<file path="src/rtl/pipeline_hazard_ctrl_pkg.sv">
// rtl/pipeline_hazard_ctrl_pkg.sv - shared hazard-control state encoding and latency defaults
package pipeline_hazard_ctrl_pkg;

   typedef enum logic {
      ST_RUN      = 1'b0,
      ST_LU_STALL = 1'b1
   } hz_state_e;

   localparam int DEF_LOAD_LATENCY = 1;
   localparam int DEF_MD_LATENCY   = 4;

endpackage

</file>
<file path="src/rtl/sat_counter.sv">
// rtl/sat_counter.sv - saturating event counter, holds at all-ones
module sat_counter #(
   parameter int WIDTH = 16
) (
   input  logic             clk,
   input  logic             reset,
   input  logic             inc,
   output logic [WIDTH-1:0] count
);

   always_ff @(posedge clk or negedge reset) begin
      if (!reset) begin
         count <= '0;
      end else if (inc && (count != '1)) begin
         count <= count + WIDTH'(1);
      end
   end

endmodule

</file>
<file path="src/rtl/pipeline_hazard_ctrl.sv">
// rtl/pipeline_hazard_ctrl.sv - load-use / mult-div stall and branch flush control
module pipeline_hazard_ctrl
   import pipeline_hazard_ctrl_pkg::*;
#(
   parameter int N            = 5,
   parameter int LOAD_LATENCY = DEF_LOAD_LATENCY,
   parameter int MD_LATENCY   = DEF_MD_LATENCY,
   parameter int CNT_W        = 16
) (
   input  logic             clk,
   input  logic             reset,
   input  logic             ex_mem_read,
   input  logic [N-1:0]     ex_rt,
   input  logic [N-1:0]     id_rs,
   input  logic [N-1:0]     id_rt,
   input  logic             id_uses_rt,
   input  logic             id_branch_taken,
   input  logic             id_md_start,
   input  logic             id_md_read,
   output logic             pc_enable,
   output logic             if_id_enable,
   output logic             if_id_flush,
   output logic             id_ex_flush,
   output logic             stall,
   output logic             md_busy,
   output logic [CNT_W-1:0] stall_cycles
);

   localparam logic [3:0] LU_RELOAD = 4'(LOAD_LATENCY - 1);
   localparam logic [3:0] MD_RELOAD = 4'(MD_LATENCY);

   hz_state_e  state;
   logic [3:0] lu_cnt;
   logic [3:0] md_cnt;
   logic       lu_hit;
   logic       md_hit;

   // Register 0 is hardwired, so a load targeting it never creates a dependency.
   assign lu_hit = ex_mem_read && (ex_rt != '0)
                   && ((ex_rt == id_rs) || (id_uses_rt && (ex_rt == id_rt)));
   assign md_busy = (md_cnt != 4'd0);
   assign md_hit  = md_busy && (id_md_start || id_md_read);
   assign stall   = ((state == ST_RUN) && lu_hit) || (state == ST_LU_STALL) || md_hit;

   assign pc_enable    = !stall;
   assign if_id_enable = !stall;
   assign id_ex_flush  = stall;
   assign if_id_flush  = !stall && id_branch_taken;

   always_ff @(posedge clk or negedge reset) begin
      if (!reset) begin
         state  <= ST_RUN;
         lu_cnt <= 4'd0;
      end else begin
         case (state)
            ST_RUN: begin
               if (lu_hit && (LOAD_LATENCY > 1)) begin
                  state  <= ST_LU_STALL;
                  lu_cnt <= LU_RELOAD;
               end
            end
            ST_LU_STALL: begin
               if (lu_cnt == 4'd1) begin
                  state  <= ST_RUN;
                  lu_cnt <= 4'd0;
               end else begin
                  lu_cnt <= lu_cnt - 4'd1;
               end
            end
            default: begin
               state  <= ST_RUN;
               lu_cnt <= 4'd0;
            end
         endcase
      end
   end

   // A mult/div start is only taken when the ID instruction actually advances.
   always_ff @(posedge clk or negedge reset) begin
      if (!reset) begin
         md_cnt <= 4'd0;
      end else if (id_md_start && !stall && !if_id_flush) begin
         md_cnt <= MD_RELOAD;
      end else if (md_cnt != 4'd0) begin
         md_cnt <= md_cnt - 4'd1;
      end
   end

   sat_counter #(
      .WIDTH (CNT_W)
   ) u_stall_cnt (
      .clk   (clk),
      .reset (reset),
      .inc   (stall),
      .count (stall_cycles)
   );

endmodule

</file>
<file path="config.mk">
export PLATFORM = sky130hd
export DESIGN_NAME = pipeline_hazard_ctrl
export DESIGN_NICKNAME = d
export VERILOG_FILES = /design/src/rtl/pipeline_hazard_ctrl_pkg.sv /design/src/rtl/sat_counter.sv /design/src/rtl/pipeline_hazard_ctrl.sv
export SDC_FILE = /design/constraint.sdc
export NUM_CORES = 1
export LEC_CHECK = 0
export BUFFER_PORTS_ARGS = -buffer_cell sky130_fd_sc_hd__buf_2
export CAP_MARGIN = 20
export CORE_MARGIN = 2
export CORE_UTILIZATION = 50
export CTS_BUF_LIST = sky130_fd_sc_hd__clkbuf_16
export DETAILED_ROUTE_END_ITERATION = 10
export PLACE_DENSITY = 0.79
export SLEW_MARGIN = 20
export SYNTH_ARGS = -nofsm -noshare
export SYNTH_HDL_FRONTEND = slang
export SYNTH_SLANG_ARGS = --single-unit
export TNS_END_PERCENT = 50
</file>
<file path="constraint.sdc">
create_clock -name clk -period 2.6 [get_ports clk]
set_input_delay 0.13 -clock clk [delete_from_list [all_inputs] [get_ports clk]]
set_output_delay 0.13 -clock clk [all_outputs]
set_load 0.02 [all_outputs]
</file>
==> results <==
- The TritonCTS clock tree is done.
- The die is 57.1 um wide.
- Measured in cells, the most critical reg-to-reg path has a length of 7.
- The total wire length is 2850 um.
- In this run the clock root is driven by a clkbuf_16.
- After detailed routing, the number of vias per cell comes to 5.34.
- The startpoint identified for the worst register-to-register timing path is md_cnt[0].
- The detail route stage leaves a number of antenna-violating nets equal to 0.
- The number of enable-type register cells in the synthesized netlist is 0.
- The leakage power figure is 0.859 nW.
- The share of flip-flops with an asynchronous set or reset after synthesis is 1.00.
- The detailed router finished its first iteration with 42 violations.
- Port buffering added 43 buffers.
- The slew at the pin closest to its max-slew limit is 0.547 ns.
- CTS saw 25 sinks.
- The worst hold path was traced through 3 stages.
- For this block, the via count after detailed routing is 1142.
- CTS built an H-tree with a depth of 1.
- The initial cell density of the core is 0.520.
- In the final routed layout, each cell accounts on average for 13.3 um.
- The required time of the critical path is 2.47 ns.
- Entering global routing, the biggest net connects 26 pins.
- Setup repair after global routing left no endpoint under its margin.
- By area the synthesized netlist is led by dfrtp_1, xnor2_1, xor2_1.
- Relative to the synthesized area, the layout overhead comes to 22.6%.
- The clock arrives with 0.00315 ns of skew.
- The setup path with the least slack is of type flip-flop to primary output.
- Based on the critical path, the design can be clocked at up to 427 MHz.
- The floorplan step defined a die boundary enclosing 3260 sq um.
- In this run the count of I/O pins placed on the die edge is 44.
- STA puts the critical path data arrival time at 2.21 ns.
- The number of maximum-capacitance constraint violations is 0.
- The setup slack of the most critical reg-to-reg path is 0.51 ns.
- Summing all multi-input logic gate instances after layout gives 719 sq um.
- The synthesized design contains 25 register bits.
- The maximum resistive drop on vdd is 0.000567 V.
- In this run the standard cell core region covers 2710 sq um.
- In the routed design, unresolved DRC markers number 0.
- The worst hold path belongs to the class input pin to flip-flop.
- Of the synthesized area, sequential elements account for 0.444.
- The most repeated cell in the gate-level netlist after synthesis is dfrtp_1.
- Leaving out filler cells and counting taps, the final layout contains 214.
- The first global-routing pass estimated 4700 um of wire.
- dfrtp_1 takes more of the synthesized area than any other cell.
- The worst register-to-register path ends at u_stall_cnt.count[12].
- The maximum count of clock buffers along a single path is 2.
- The final net count is 211.
- The number of max-slew violations in the final report came to 0.
- The worst hold path terminates at md_cnt[2].
- The floorplan step set the die height to 57.1 um.
- When the netlist entered floorplanning its net count stood at 165.
- The later pin in the worst-skew pair is clocked with a latency of 0.26 ns.
- The final design instance area without fill is 1730 sq um.
- The register clock-pin slew on the reported worst setup and hold paths is 0.06 ns.
- The endpoint type of the worst setup path is a primary output.
- Yosys mapped the design onto 38 distinct sky130hd cell types.
- The number of warnings reported in the yosys synthesis log is 0.
- The launching element type of the critical path is a flip-flop.
- Averaged over all synthesized cells, the footprint is 10.2 sq um.
- Counting every instance in the synthesized netlist gives 138.
- The clock period could shrink to 2.34 ns.
- After layout, the worst setup slack is 0.258 ns.
- Clock tree synthesis inserted a total of 3 buffers.
- Dividing total power by cell area gives a power density of 852 nW/um^2.
- The run finished with clean final reports.
- Before CTS, the worst setup slack after placement is 0.524 ns.
- The final number of hold-violating endpoints came to 0.
- The total placed instance area is 1640 sq um.
- Including well taps, the total number of placed cells is 209.
- In the synthesized netlist the dominant register cell turns out to be dfrtp_1.
- The initial antenna violation count is 0.
- The antenna diode instance count is 0.
- The total overflow left after global routing is 0.
- Counting instances in the post-synthesis netlist gives the leading cell types as dfrtp_1, xnor2_1, xor2_1.
- The placer's final routability congestion estimate is 0.770.
- Detailed placement ended at an HPWL of 2270 um.
- The via count of the first global-routing pass is 1111.
- The filler cell count is 234.
- The first TritonRoute pass finished after 4 iterations.
- In the final layout, the share of cells above drive strength 1 is 0.306.
- The final-report setup violation count is 0.
- Across the whole layout, storage elements account for 626 sq um.
- The floorplan has 19 rows.
- The start point of the worst hold path is id_md_start.
- The part of the cycle the worst path needs is 0.901.
- After routing, the total negative slack on setup checks comes to 0 ns.
- The total standard cell area after synthesis is 1410 sq um.
- The share of the synthesized area in the top cell type is 0.444.
- In this run the tightest slew margin relative to its limit is 0.635.
- The overall fraction of global-route tracks in use is 0.188.
- The maximum fanout along the worst path is 9.
[logic make-up after synthesis]
family                     after synthesis  share of synthesized area
muxes                                    2                     0.0160
and+or+nand+nor                         53                      0.213
adders and majority gates                5                     0.0444
AOI/OAI and AO/OA                       15                     0.0763
DFF                                     25                      0.444
xor gates and xnor gates                25                      0.161
buffers and inverters                   13                     0.0461
[critical path, cell delays in order (launching register included)]
cell      delay [ns]
dfrtp_1         0.39
inv_1           0.12
ha_1            0.18
nor3b_1         0.36
o21bai_1        0.14
o21ba_1         0.40
and2_2          0.21
buf_2           0.16
[stage by stage]
| stage | util | power [mW] | hold slack, ns |
|---|---|---|---|
| 3_5_place_dp | 0.605 | 1.15 | 0.145 |
| 2_1_floorplan | - | 0.979 | -0.166 |
| 5_1_grt | 0.638 | 1.56 | 0.250 |
| 4_1_cts | 0.638 | 1.49 | 0.222 |
| 3_3_place_gp | 0.605 | 1.11 | 0.140 |
| 6_report | 0.638 | 1.47 | 0.226 |
[registers in the layout (all words and copies together) (netlist names)]
name	count
md_cnt	4
u_stall_cnt.count	16
state	1
lu_cnt	4
[final cells by class]
| cell class | count | share of cell area |
|---|---|---|
| Clock buffer | 3 | 0.0434 |
| Clock inverter | 1 | 0.00217 |
| Inverter | 9 | 0.0195 |
| Multi-Input combinational cell | 100 | 0.416 |
| Sequential cell | 25 | 0.362 |
| Tap cell | 31 | 0.0224 |
| Timing Repair Buffer | 45 | 0.135 |
[worst max path at each step]
stage,start,endpoint,cells past startpoint
after floorplan,u_stall_cnt.count[0],u_stall_cnt.count[1],7
final,md_cnt[0],if_id_flush,7
after CTS,md_cnt[0],if_id_flush,7
after detailed placement,md_cnt[0],u_stall_cnt.count[11],7
after global placement,md_cnt[0],u_stall_cnt.count[11],7
after global routing,md_cnt[0],if_id_flush,7
[cells in the final DEF, fill, tap and decap left out, drive strengths merged, types with 3 or more instances in the layout]
| cell type | count |
|---|---|
| buf | 44 |
| dfrtp | 25 |
| xnor2 | 13 |
| xor2 | 12 |
| nand2 | 11 |
| inv | 10 |
| nor2 | 8 |
| nand3 | 6 |
| nor3 | 5 |
| nand4 | 5 |
| ha | 5 |
| and3 | 4 |
| and4 | 3 |
| clkbuf | 3 |
| nor4 | 3 |
[where the power goes]
group	switching [mW]	leakage [nW]	internal [mW]
combinational	0.318	0.496	0.239
sequential	0.0992	0.321	0.484
clock	0.128	0.0423	0.206
total	0.545	0.859	0.929
[per-layer routing]
metal	vias to the layer above	global-route usage	part of all wire
li1	565	-	-
met4	0	0.120	0.028
met1	531	0.220	0.40
met3	7	0.0317	0.065
met5	-	0	0
met2	39	0.320	0.51
[timing repair]
item | 4_1_cts | 5_1_grt
hold endpoints to repair | 25 | 0
hold buffers | 1 | 0
buffers inserted | 0 | 0
resized for setup | 0 | 0
setup endpoints to repair | 0 | 0
Power figures use the tool's default switching activity.
